===== src/rtl/vga_timing_if.sv =====
// Scan/pixel bus between the VGA timing generator and the drawing pipeline,
// plus the monitor pins it drives.
interface vga_timing_if;
    logic [7:0]  RGBIn;
    logic [10:0] pixelX;
    logic [10:0] pixelY;
    logic        pixelTick;
    logic        startOfFrame;
    logic        vgaHS;
    logic        vgaVS;
    logic        blankN;
    logic [3:0]  vgaR;
    logic [3:0]  vgaG;
    logic [3:0]  vgaB;

    modport master (
        input  RGBIn,
        output pixelX, pixelY, pixelTick, startOfFrame,
        output vgaHS, vgaVS, blankN, vgaR, vgaG, vgaB
    );

    modport slave (
        output RGBIn,
        input  pixelX, pixelY, pixelTick, startOfFrame,
        input  vgaHS, vgaVS, blankN, vgaR, vgaG, vgaB
    );
endinterface


===== src/rtl/vga_timing_gen.sv =====
// VGA scan timing: pixel divider, X/Y scan counters, sync/blank decode delayed to
// match the drawing pipeline, and registered colour expansion onto the DAC pins.
module vga_timing_gen #(
    parameter int H_VISIBLE  = 640,
    parameter int H_FRONT    = 16,
    parameter int H_SYNC     = 96,
    parameter int H_BACK     = 48,
    parameter int V_VISIBLE  = 480,
    parameter int V_FRONT    = 10,
    parameter int V_SYNC     = 2,
    parameter int V_BACK     = 33,
    parameter int CLK_DIV    = 2,
    parameter int PIPE_DELAY = 1
) (
    input  logic         clk,
    input  logic         resetN,
    vga_timing_if.master vga
);

    localparam int H_TOTAL = H_VISIBLE + H_FRONT + H_SYNC + H_BACK;
    localparam int V_TOTAL = V_VISIBLE + V_FRONT + V_SYNC + V_BACK;

    localparam logic [10:0] H_LAST   = 11'(H_TOTAL - 1);
    localparam logic [10:0] V_LAST   = 11'(V_TOTAL - 1);
    localparam logic [10:0] H_VIS    = 11'(H_VISIBLE);
    localparam logic [10:0] V_VIS    = 11'(V_VISIBLE);
    localparam logic [10:0] HS_START = 11'(H_VISIBLE + H_FRONT);
    localparam logic [10:0] HS_END   = 11'(H_VISIBLE + H_FRONT + H_SYNC);
    localparam logic [10:0] VS_START = 11'(V_VISIBLE + V_FRONT);
    localparam logic [10:0] VS_END   = 11'(V_VISIBLE + V_FRONT + V_SYNC);
    localparam logic [1:0]  DIV_LAST = 2'(CLK_DIV - 1);

    logic [1:0]  divCnt;
    logic        pixelTick;
    logic        startOfFrame;
    logic [10:0] pixelX;
    logic [10:0] pixelY;

    logic        tickNext;
    logic        sofNext;
    logic [10:0] xNext;
    logic [10:0] yNext;
    logic        hsRaw;
    logic        vsRaw;
    logic        visRaw;

    logic [PIPE_DELAY-1:0] hsPipe;
    logic [PIPE_DELAY-1:0] vsPipe;
    logic [PIPE_DELAY-1:0] visPipe;

    logic       vgaHS;
    logic       vgaVS;
    logic       blankN;
    logic [3:0] vgaR;
    logic [3:0] vgaG;
    logic [3:0] vgaB;

    logic [1:0] blueIn;
    logic [2:0] redIn;
    logic [2:0] greenIn;

    assign blueIn  = vga.RGBIn[7:6];
    assign redIn   = vga.RGBIn[5:3];
    assign greenIn = vga.RGBIn[2:0];

    // pixelTick is registered, so it is computed from the divider value one clk
    // ahead; the first strobe therefore lands CLK_DIV clks after reset release.
    always_comb begin
        tickNext = (divCnt == DIV_LAST);
        xNext    = pixelX;
        yNext    = pixelY;
        if (pixelTick) begin
            if (pixelX == H_LAST) begin
                xNext = '0;
                yNext = (pixelY == V_LAST) ? '0 : pixelY + 11'd1;
            end else begin
                xNext = pixelX + 11'd1;
            end
        end
        sofNext = tickNext && (xNext == H_LAST) && (yNext == V_LAST);
        hsRaw   = !((pixelX >= HS_START) && (pixelX < HS_END));
        vsRaw   = !((pixelY >= VS_START) && (pixelY < VS_END));
        visRaw  = (pixelX < H_VIS) && (pixelY < V_VIS);
    end

    always_ff @(posedge clk or negedge resetN) begin
        if (!resetN) begin
            divCnt       <= '0;
            pixelTick    <= 1'b0;
            startOfFrame <= 1'b0;
            pixelX       <= '0;
            pixelY       <= '0;
        end else begin
            divCnt       <= (divCnt == DIV_LAST) ? 2'd0 : divCnt + 2'd1;
            pixelTick    <= tickNext;
            startOfFrame <= sofNext;
            pixelX       <= xNext;
            pixelY       <= yNext;
        end
    end

    // Sync/visible flags ride alongside the drawers' latency, one stage per tick.
    always_ff @(posedge clk or negedge resetN) begin
        if (!resetN) begin
            hsPipe  <= '1;
            vsPipe  <= '1;
            visPipe <= '0;
        end else if (pixelTick) begin
            hsPipe[0]  <= hsRaw;
            vsPipe[0]  <= vsRaw;
            visPipe[0] <= visRaw;
            for (int i = 1; i < PIPE_DELAY; i++) begin
                hsPipe[i]  <= hsPipe[i-1];
                vsPipe[i]  <= vsPipe[i-1];
                visPipe[i] <= visPipe[i-1];
            end
        end
    end

    always_ff @(posedge clk or negedge resetN) begin
        if (!resetN) begin
            vgaHS  <= 1'b1;
            vgaVS  <= 1'b1;
            blankN <= 1'b0;
            vgaR   <= '0;
            vgaG   <= '0;
            vgaB   <= '0;
        end else if (pixelTick) begin
            vgaHS  <= hsPipe[PIPE_DELAY-1];
            vgaVS  <= vsPipe[PIPE_DELAY-1];
            blankN <= visPipe[PIPE_DELAY-1];
            if (visPipe[PIPE_DELAY-1]) begin
                vgaR <= {redIn, redIn[2]};
                vgaG <= {greenIn, greenIn[2]};
                vgaB <= {blueIn, blueIn};
            end else begin
                vgaR <= '0;
                vgaG <= '0;
                vgaB <= '0;
            end
        end
    end

    assign vga.pixelX       = pixelX;
    assign vga.pixelY       = pixelY;
    assign vga.pixelTick    = pixelTick;
    assign vga.startOfFrame = startOfFrame;
    assign vga.vgaHS        = vgaHS;
    assign vga.vgaVS        = vgaVS;
    assign vga.blankN       = blankN;
    assign vga.vgaR         = vgaR;
    assign vga.vgaG         = vgaG;
    assign vga.vgaB         = vgaB;

endmodule


===== src/flat_wrapper.sv =====
// flat-port wrapper written by rule: the top's interface ports become plain ports
module vga_timing_gen_flat 
#(
    parameter int H_VISIBLE  = 640,
    parameter int H_FRONT    = 16,
    parameter int H_SYNC     = 96,
    parameter int H_BACK     = 48,
    parameter int V_VISIBLE  = 480,
    parameter int V_FRONT    = 10,
    parameter int V_SYNC     = 2,
    parameter int V_BACK     = 33,
    parameter int CLK_DIV    = 2,
    parameter int PIPE_DELAY = 1
)
  (clk, resetN, vga_RGBIn, vga_pixelX, vga_pixelY, vga_pixelTick, vga_startOfFrame, vga_vgaHS, vga_vgaVS, vga_blankN, vga_vgaR, vga_vgaG, vga_vgaB);
  vga_timing_if vga_i ();
  input  logic clk;
  input  logic resetN;
  input wire logic [$bits(vga_i.RGBIn)-1:0] vga_RGBIn;
  output wire logic [$bits(vga_i.pixelX)-1:0] vga_pixelX;
  output wire logic [$bits(vga_i.pixelY)-1:0] vga_pixelY;
  output wire logic [$bits(vga_i.pixelTick)-1:0] vga_pixelTick;
  output wire logic [$bits(vga_i.startOfFrame)-1:0] vga_startOfFrame;
  output wire logic [$bits(vga_i.vgaHS)-1:0] vga_vgaHS;
  output wire logic [$bits(vga_i.vgaVS)-1:0] vga_vgaVS;
  output wire logic [$bits(vga_i.blankN)-1:0] vga_blankN;
  output wire logic [$bits(vga_i.vgaR)-1:0] vga_vgaR;
  output wire logic [$bits(vga_i.vgaG)-1:0] vga_vgaG;
  output wire logic [$bits(vga_i.vgaB)-1:0] vga_vgaB;
  assign vga_i.RGBIn = vga_RGBIn;
  assign vga_pixelX = vga_i.pixelX;
  assign vga_pixelY = vga_i.pixelY;
  assign vga_pixelTick = vga_i.pixelTick;
  assign vga_startOfFrame = vga_i.startOfFrame;
  assign vga_vgaHS = vga_i.vgaHS;
  assign vga_vgaVS = vga_i.vgaVS;
  assign vga_blankN = vga_i.blankN;
  assign vga_vgaR = vga_i.vgaR;
  assign vga_vgaG = vga_i.vgaG;
  assign vga_vgaB = vga_i.vgaB;
  vga_timing_gen #(.H_VISIBLE(H_VISIBLE), .H_FRONT(H_FRONT), .H_SYNC(H_SYNC), .H_BACK(H_BACK), .V_VISIBLE(V_VISIBLE), .V_FRONT(V_FRONT), .V_SYNC(V_SYNC), .V_BACK(V_BACK), .CLK_DIV(CLK_DIV), .PIPE_DELAY(PIPE_DELAY)) u_core (.clk(clk), .resetN(resetN), .vga(vga_i));
endmodule

===== config.mk =====
export PLATFORM = sky130hd
export DESIGN_NAME = vga_timing_gen_flat
export DESIGN_NICKNAME = d
export VERILOG_FILES = /design/src/rtl/vga_timing_if.sv /design/src/rtl/vga_timing_gen.sv /design/src/flat_wrapper.sv
export SDC_FILE = /design/constraint.sdc
export NUM_CORES = 1
export LEC_CHECK = 0
export CORE_ASPECT_RATIO = 1.1
export CORE_MARGIN = 5
export CORE_UTILIZATION = 35
export DETAILED_ROUTE_END_ITERATION = 8
export GPL_TIMING_DRIVEN = 0
export PLACE_DENSITY = 0.58
export SYNTH_ARGS = -nofsm -noshare
export SYNTH_HDL_FRONTEND = slang
export SYNTH_SLANG_ARGS = --single-unit
export TNS_END_PERCENT = 50

===== constraint.sdc =====
create_clock -name clk -period 2 [get_ports clk]
set_input_delay 0.4 -clock clk [delete_from_list [all_inputs] [get_ports clk]]
set_output_delay 0.4 -clock clk [all_outputs]
set_load 0.01 [all_outputs]

---- Word-level counts from Yosys, hierarchy flattened ----
Index checks and enable logic that the tools add are counted.
storage, ports and cells
  bits in registers ....................... 44
  bits in latches ......................... 0
  memory bits (writable) .................. 0
  memory bits (read-only) ................. 0
  bits of input ports ..................... 10
  output and inout port bits .............. 39
  word-level logic and storage cells ...... 44
  memories ................................ 0
cells by class
  $add $sub $neg .......................... 3
  multiply operators ...................... 0
  div/mod/pow operators ................... 0
  order comparisons ....................... 6
  equal/unequal tests ..................... 5
  shift operators ......................... 0
  mux-type cells .......................... 9
  bitwise operators ....................... 0
  reductions and logical operators ........ 7
operators by type and width
  kind                                                                 count
  two-way mux 11 bit                                                   5
  equality test 11 x 10 -> 1 bit, second input constant                4
  adder 11 x 1 -> 11 bit, second input constant                        2
  less-than comparator 11 x 10 -> 1 bit, second input constant         2
  less-than comparator 11 x 9 -> 1 bit, second input constant          2
  two-way mux 4 bit                                                    3
  greater-or-equal comparator 11 x 10 -> 1 bit, second input constant  1
  greater-or-equal comparator 11 x 9 -> 1 bit, second input constant   1
  logical AND 1 bit                                                    5
  adder 2 x 1 -> 2 bit, second input constant                          1
  equality test 2 x 1 -> 1 bit, second input constant                  1
  logical NOT 1 bit                                                    2
  two-way mux 2 bit                                                    1

---- Depth between registers and ports, before layout ----
Gate-level depths: netlist of run 1.
  depth in word-level cells ............... 6
  depth in mapped cells ................... 8
  depth with buffers taken out ............ 8

---- Worst setup path before layout of run 1 ----
OpenSTA, ideal clock, no wires.
  path type ............................... register to register
  start point ............................. register u_core.pixelX[7], in the netlist u_core.vga.pixelX[7]
  end point ............................... register u_core.startOfFrame, in the netlist u_core.vga.startOfFrame
  library setup time ...................... 0.096 ns
  data arrival time ....................... 2.013 ns
  data required time ...................... 1.904 ns
  setup slack ............................. -0.108 ns
  cell stages (with the launch flop) ...... 9
  buffers on the path ..................... 2
  clock period less this slack ............ 2.108 ns
  path through ............................ dfrtp_1 buf_6 or3b_1 or3_1 buf_6 nor3b_2 mux2_4 o211ai_2 nor4_2
between the ends
  elaborated cells on any way between the ends .. 10
  those cells by class .................... add/sub: 1; eq/ne: 3; mux: 4; reduce/logical: 2
RTL lines
  element                         RTL line              RTL
  from (decl)                     vga_timing_gen.sv:36  logic [10:0] pixelX;
  from (signal assigned)          vga_timing_gen.sv:97  pixelX <= xNext;
  equality test 11 x 10 -> 1 bit  vga_timing_gen.sv:73  if (pixelX == H_LAST) begin
  two-way mux 11 bit              vga_timing_gen.sv:73
  two-way mux 11 bit              vga_timing_gen.sv:72  if (pixelTick) begin
  named net u_core.yNext[9]       vga_timing_gen.sv:42  logic [10:0] yNext;
  equality test 11 x 10 -> 1 bit  vga_timing_gen.sv:80  sofNext = tickNext && (xNext == H_LAST) && (yNext == V_LAST);
  logical AND 1 bit               vga_timing_gen.sv:80
  named net u_core.sofNext        vga_timing_gen.sv:40  logic sofNext;
  to (signal assigned)            vga_timing_gen.sv:96  startOfFrame <= sofNext;
  to (decl)                       vga_timing_gen.sv:35  logic startOfFrame;
The timed path passes the listed nets, and every way through them passes these cells.
A chain may end at the register's enable or synchronous reset.

---- Worst setup path after layout of run 1 ----
  start point ............................. register u_core.pixelX[5], in the netlist u_core.vga.pixelX[5]
  end point ............................... register u_core.startOfFrame, in the netlist u_core.vga.startOfFrame
between the ends
  longest elaborated chain between the ends .. 6
  elaborated cells on any way between the ends .. 10
  those cells by class .................... add/sub: 1; eq/ne: 3; mux: 4; reduce/logical: 2
ends and longest elaborated chain
  element                                                                   RTL line
  adder 11 x 1 -> 11 bit or equality test 11 x 10 -> 1 bit (tied branches)  vga_timing_gen.sv:77, vga_timing_gen.sv:73
  two-way mux 11 bit                                                        vga_timing_gen.sv:73
  two-way mux 11 bit                                                        vga_timing_gen.sv:72
  equality test 11 x 10 -> 1 bit                                            vga_timing_gen.sv:80
  logical AND 1 bit                                                         vga_timing_gen.sv:80
  logical AND 1 bit (*)                                                     vga_timing_gen.sv:80
  named net u_core.sofNext                                                  vga_timing_gen.sv:40
Mark *: on every way through the listed nets, which the timed path passes. The rest lies on a longest branch.

==> results of run 1 <==
## layer usage
metal	GRT usage [%]	vias to the layer above	routed length (um)
li1	-	925	-
met1	19.3	910	2660
met2	22.8	38	2560
met3	2.58	6	233
met4	4.22	0	70
met5	0	-	0
## power by group
group | internal [mW] | switching (mW)
Clock | 0.276 | 0.283
Sequential | 0.817 | 0.00521
Combinational | 0.0515 | 0.0322
Total | 1.14 | 0.320
## worst min path at each step
stage	end	cells after the start	from
4_1_cts	u_core.divCnt[1]	2	resetN
3_3_place_gp	u_core.vga.pixelTick	1	u_core.divCnt[1]
5_1_grt	u_core.divCnt[1]	2	resetN
3_5_place_dp	u_core.divCnt[1]	1	resetN
2_1_floorplan	u_core.divCnt[0]	0	resetN
6_report	u_core.divCnt[1]	2	resetN
## cells in the final DEF, fill, tap and decap left out, types with 4 or more instances in the layout
master	synthesis	routed
o21ai_0	16	14
nand4_1	4	4
dfrtp_1	36	29
a22o_1	9	9
clkdlybuf4s50_1	0	47
xor2_1	4	4
ha_1	7	6
nand3_1	11	11
nand2_1	16	15
dfstp_2	4	4
clkbuf_1	6	4
clkbuf_8	0	6
xnor2_1	8	8
nor2_1	19	18
buf_4	5	22
and3_1	7	7
inv_1	9	9
dfrtp_2	0	7
## flip-flops by register name, summed over array words and instances (netlist names)
| register | count |
|---|---|
| u_core.divCnt | 2 |
| u_core.hsPipe | 1 |
| u_core.vga.blankN | 1 |
| u_core.vga.pixelTick | 1 |
| u_core.vga.pixelX | 11 |
| u_core.vga.pixelY | 11 |
| u_core.vga.startOfFrame | 1 |
| u_core.vga.vgaB | 2 |
| u_core.vga.vgaG | 3 |
| u_core.vga.vgaHS | 1 |
| u_core.vga.vgaR | 3 |
| u_core.vga.vgaVS | 1 |
| u_core.visPipe | 1 |
| u_core.vsPipe | 1 |
## cell families (layout without fill, tap and decap cells)
| group | after synthesis | after routing | share of synthesized area [%] |
|---|---|---|---|
| simple gates | 86 | 86 | 22.2 |
| compound gates | 47 | 47 | 14.8 |
| flops | 40 | 40 | 46.1 |
| buf+inv | 24 | 96 | 5.79 |
| xor+xnor | 12 | 12 | 4.81 |
| fa+ha+maj | 7 | 7 | 4.01 |
| mux | 4 | 4 | 2.23 |
## cell type report
| cell class | count | area, um2 |
|---|---|---|
| clock buffer | 6 | 82.6 |
| timing repair buffer | 68 | 644 |
| sequential | 40 | 1010 |
| clock inverter | 2 | 10.0 |
| fill | 568 | 3040 |
| inverter | 9 | 33.8 |
| multi-input combinational | 156 | 1130 |
| buffer | 11 | 62.6 |
| tap | 80 | 100 |
## cells in the mapped netlist, types with 5 or more instances
| cell type | count | share of area, % |
|---|---|---|
| dfrtp_1 | 36 | 41 |
| nor2_1 | 19 | 3.3 |
| nand2_1 | 16 | 2.8 |
| o21ai_0 | 16 | 3.7 |
| nand3_1 | 11 | 2.5 |
| a22o_1 | 9 | 3.6 |
| inv_1 | 9 | 1.5 |
| xnor2_1 | 8 | 3.2 |
| and3_1 | 7 | 2.0 |
| ha_1 | 7 | 4.0 |
| a21oi_1 | 6 | 1.4 |
| clkbuf_1 | 6 | 1.0 |
| buf_4 | 5 | 1.7 |
## what timing repair did
| action | in CTS | in global routing |
|---|---|---|
| setup endpoints to repair | 13 | 9 |
| setup buffers | 5 | 13 |
| hold endpoints to repair | 2 | 0 |
| pin swaps | 4 | 8 |
| resized for setup | 7 | 22 |
| hold buffers | 1 | 0 |
==> results summary, run 1 <==
The most frequently used flop master after synthesis is dfrtp_1. The area inside the core boundary is 6120 um2. The worst setup path is launched from a flop. The global-route usage over all layers is 14.2%. 0 antenna diodes ended up in the layout. The final core area utilization is 50.3%. The floorplan has 30 rows. The power density normalized to cell area is 476 nW/um2. The total number of vias came out at 1879.

The final standard cell area without fillers is 3080 um2. Yosys printed 0 warnings. The number of global-route vias before repair came to 1819.

The start-to-end type of the worst setup path is reg2reg. The placed instances occupy a cell area of 2780 um2. Of the cells placed in the final design, the portion with a size suffix greater than 1 is 24.0%.

The global-route wire length before repair is 9090 um. The via-per-instance ratio is 5.05. The highest fanout seen on the critical path came out at 8. The number of I/O pins is 49. The critical path data required time is 2180 ps. The horizontal extent of the die is 85.3 um. The final layout contains 308 nets.

The number of buffers created by CTS is 5. The worst IR drop on VDD came out at 235 uV. The setup slack after placement is -365 ps. The final count of negative-setup-slack endpoints came out at 1. The number of nets produced by synthesis is 237. The non-filler instance count after layout is 372.

The H-tree generated during clock tree synthesis spans 2 levels. The sum of routed wire length over all layers came out at 5520 um. The share of the yosys chip area belonging to registers came out at 46.1%.

The overall power of the completed layout came out at 1.46 mW. Setup repair after global routing could not meet its margin everywhere. Among all stages on the critical path, the largest delay is contributed by dfrtp_2. The most critical setup path has its startpoint at u_core.vga.pixelX[5].

The final reports fail on negative setup slack. The cell area after synthesis came out at 2180 um2. In this run, distinct cell masters in the synthesized netlist total 53. TritonCTS built the clock tree. The standby leakage power is 1.23 nW. The total congestion overflow after global routing is 0. Static timing analysis puts the maximum clock frequency at 475 MHz. Walking the worst path, the cells encountered are or3b_4, nor3_4, nand2_2, o22a_1, o32a_1, nor4_2. The final max-slew violation count is 0. The flow ran to the end, but the final reports show violations. The clock period minus worst slack came out at 2110 ps. The end of the worst register-to-register path is u_core.vga.startOfFrame. The number of synthesized flops with an enable pin came out at 0. STA classifies the critical path endpoint as a flop. Together, buffers and inverters on the worst path number 0. The number of DRC markers after the initial detailed-route iteration is 86. The clock transition time at the flip-flop clock pins of the worst setup and hold paths came out at 80 ps. The slew at the pin with the worst max-slew slack is 436 ps. The detailed-router iteration count before antenna repair is 4.

The placed instance count is 349. The clock skew came out at 6.15 ps. The headroom to the max-slew limit came out at 70.6%.

The height of the chip is 92.8 um. The longest individual stage delay on the worst path is 430 ps. The data arrival time of the critical path came out at 2290 ps. Counting flops with an async set or reset pin after synthesis yields a share of 100%. For this run, design rule violations remaining after detail routing come to 0. After synthesis the netlist holds a flip-flop and latch count of 40. The cell depth of the worst flop-to-flop path is 6.

The routability congestion estimate came out at 0.832. The number of I/O port buffers is 48. The final number of hold-violating endpoints is 0. The total negative setup slack came out at -107 ps. The portion of the clock cycle consumed by the worst path in the final layout came out at 105%. The initial antenna violation count came out at 0. On the final layout, the worst hold slack is 438 ps. The clock passes through at most 2 buffers. Setup slack on the worst reg-to-reg path comes out at -110 ps. The insertion delay of the later-clocked pin in the worst-skew pair came out at 290 ps. The detail route stage leaves a number of antenna-violating nets equal to 0. The worst register-to-register path begins at u_core.vga.pixelX[5]. In this run the worst hold path is classified as in2async. The starting density of the core came out at 35.7%.

The final setup slack of the worst path came out at -107 ps. The most critical setup path has its endpoint at u_core.vga.startOfFrame. The buffer cell driving the clock tree root is clkbuf_8. The family of cells with the greatest summed delay on the critical path is simple AND/OR/NAND/NOR gates. The average wire per standard cell came out at 14.8 um.

After legalization and detailed placement, the total HPWL measured 3810 um. The number of clock sinks came out at 40. Entering global routing, the biggest net connects 39 pins. Counting buffers and inverters, the worst setup path is 6 cells deep. The die outline area is 7920 um2. The max-capacitance violation count came out at 0. The area growth from synthesis to layout is 41.0%. The mean instance size in the synthesized netlist is 9.92 um2. The post-synthesis cell count came out at 220.
Note: power is estimated with default switching activity, not from simulation.
==> inputs of run 2 (changes only) <==
TNS_END_PERCENT = 10   (was 50)
==> run 2 against run 1 <==
  * The run still ends with negative setup slack left
  * Via count increased by 0.85%
  * Clock power about the same
  * Die area unchanged
  * Cell count increased by 0.27%
  * Highest routed layer unchanged
==> results summary, run 2 (synthesis results as in run 1) <==
The final count of negative-setup-slack endpoints came out at 1. The power density normalized to cell area is 474 nW/um2. The combinational power share came out at 5.7%.

The sum of routed wire length over all layers is 5530 um. The placed instance count is 349. The critical path goes through or3b_4, nor3_4, nand2_2, o22a_1, o32a_1, nor4_2. The final HPWL from detailed placement is 3810 um.

In the post-route analysis, the smallest setup slack over all paths is -131 ps. The number of global-route vias before repair came out at 1819. The die is 85.3 um wide.

In the layout the commonest cells are clkdlybuf4s50_1, dfrtp_1, buf_4. Setup repair after global routing could not meet its margin everywhere. The final number of hold-violating endpoints is 0.

The detailed route wirelength on metal2 is 2580 um. The global-route usage over all layers came out at 14.2%. TritonCTS built the clock tree. The clock period minus worst slack came out at 2130 ps. In the final layout, the registers with the most flip-flops are u_core.vga.pixelX x11, u_core.vga.pixelY x11. The total area inside the core boundary comes to 6120 um2. In this run the worst hold path is classified as in2async. The number of nets still failing antenna checks after routing came out at 0.

The tool flagged a number of max-cap violations equal to 0. After detailed routing, the wire length on met1 is 2650 um. The site row count came out at 30. Among all stages on the critical path, the largest delay is contributed by dfrtp_2. The longest individual stage delay on the worst path is 430 ps. The portion of the clock cycle consumed by the worst path in the final layout came out at 107%. The die outline area is 7920 um2. The buffer cell driving the clock tree root is clkbuf_8.

The total number of vias came out at 1895. Hold is met by 438 ps. Across the VDD grid, the largest voltage drop is 236 uV. The final reports fail on negative setup slack. The fraction of final layout cells with drive strength greater than 1 came out at 24.2%. The worst setup path is of the reg2reg kind. The power spent charging and discharging nets came out at 322 uW. Of the total power, the share spent switching nets is 22.0%. The height of the chip came out at 92.8 um. The worst pin sits at a relative slew slack of 70.5%.

Clock-pin slew was measured on the worst setup and hold paths at 80 ps. The count of filler cells inserted in the layout came out at 567. After the last flow step, the layout net total stands at 309. The initial antenna violation count was 0. The average wire per standard cell came out at 14.8 um.

For this run, design rule violations remaining after detail routing come to 0. The insertion delay of the later-clocked pin in the worst-skew pair came out at 290 ps. Summing all non-filler instances in the final layout gives an area of 3090 um2.

The pin count of the biggest net entering global routing is 39. The setup slack after placement came out at -365 ps. The library cell used most frequently in the layout, excluding fill and tap cells, is clkdlybuf4s50_1.

The diode insertion count for antenna repair came out at 0. The type of destination of the critical path is a flop. The flow ran to the end, but the final reports show violations. The standby leakage power is 1.24 nW. During I/O placement, the number of pins put on the boundary was 49. The number of buffers created by CTS is 5. The proportion of power drawn by flip-flops and latches came out at 56.1%. STA classifies the critical path startpoint as a flop. The number of I/O port buffers is 48. The highest fanout seen on the critical path is 8. In this run the deepest clock path goes through 2 buffers. The total congestion overflow after global routing is 0. STA puts the critical path data required time at 2180 ps. The overall power of the completed layout is 1.47 mW. Summing all placed instances gives a cell area of 2780 um2. The total area of multi-input combinational cells came out at 1130 um2.

The H-tree depth reported by CTS is 2. The detailed-router iteration count before antenna repair came out at 4. The number of DRC markers after the initial detailed-route iteration came out at 90.

The non-filler instance count after layout is 373. The number of buffer and inverter stages on the critical path came out at 0. The met3 routed wirelength came out at 237 um.

The family of cells with the greatest summed delay on the critical path is simple AND/OR/NAND/NOR gates. The total negative setup slack came out at -131 ps. The clock net in this run drives a total of 40 sinks. The highest layer touched by signal routing is met4.

The area of all sequential standard cells came out at 1010 um2. The final core area utilization is 50.6%. The data arrival time of the critical path is 2310 ps. The final max-slew violation count came out at 0.

The slew at the pin with the worst max-slew slack came out at 439 ps. The global-route wire length before repair came out at 9090 um. The internal power came out at 1.14 mW. Relative to the synthesized area, the layout overhead comes to 41.7%. For this configuration, the core starts out at a cell density of 35.7%.

The share of power burned in the clock network came out at 38.2%. Clock skew on the completed layout was measured at 5.63 ps. The congestion estimate from routability-driven global placement came to 0.832.

The via-per-instance ratio is 5.08. The fmax came out at 469 MHz.
[run 2: path summary, 6_finish.rpt]
path                                           start                 endpoint  slack, ps  depth (start not counted)
max in group asynchronous                     resetN         u_core.vga.vgaVS       1100                          3
worst max-delay path            u_core.vga.pixelX[5]  u_core.vga.startOfFrame       -130                          6
worst min register to register      u_core.divCnt[1]     u_core.vga.pixelTick        440                          1
worst max register to register  u_core.vga.pixelX[5]  u_core.vga.startOfFrame       -130                          6
min in group clk                    u_core.divCnt[1]     u_core.vga.pixelTick        440                          1
worst min-delay path                          resetN         u_core.divCnt[1]        440                          2
[run 2: power by group through the flow]
stage          logic (mW)  registers, mW  clock network, mW
2_1_floorplan      0.0160          0.842                  0
3_3_place_gp       0.0799          0.837                  0
3_5_place_dp       0.0840          0.838                  0
4_1_cts            0.0859          0.822              0.581
5_1_grt            0.0914          0.823              0.616
6_report           0.0837          0.822              0.560
[run 2: cell type report]
class | count | share of cell area, %
Clock buffer | 6 | 2.67
Multi-Input combinational cell | 156 | 36.5
Inverter | 9 | 1.09
Tap cell | 80 | 3.24
Sequential cell | 40 | 32.8
Timing Repair Buffer | 68 | 20.8
Clock inverter | 2 | 0.324
Buffer | 12 | 2.51
[run 2: layer usage]
layer | up-vias | GRT usage (%)
li1 | 929 | -
met1 | 919 | 19.3
met2 | 41 | 22.8
met3 | 6 | 2.58
met4 | 0 | 4.22
met5 | - | 0
[run 2: repair_timing]
| action | in CTS | in global routing |
|---|---|---|
| endpoints found under the hold margin | 2 | 0 |
| hold buffers | 1 | 0 |
| resized for setup | 7 | 25 |
| endpoints found under the setup margin | 13 | 9 |
| buffers inserted | 5 | 13 |
| pin swaps | 4 | 8 |
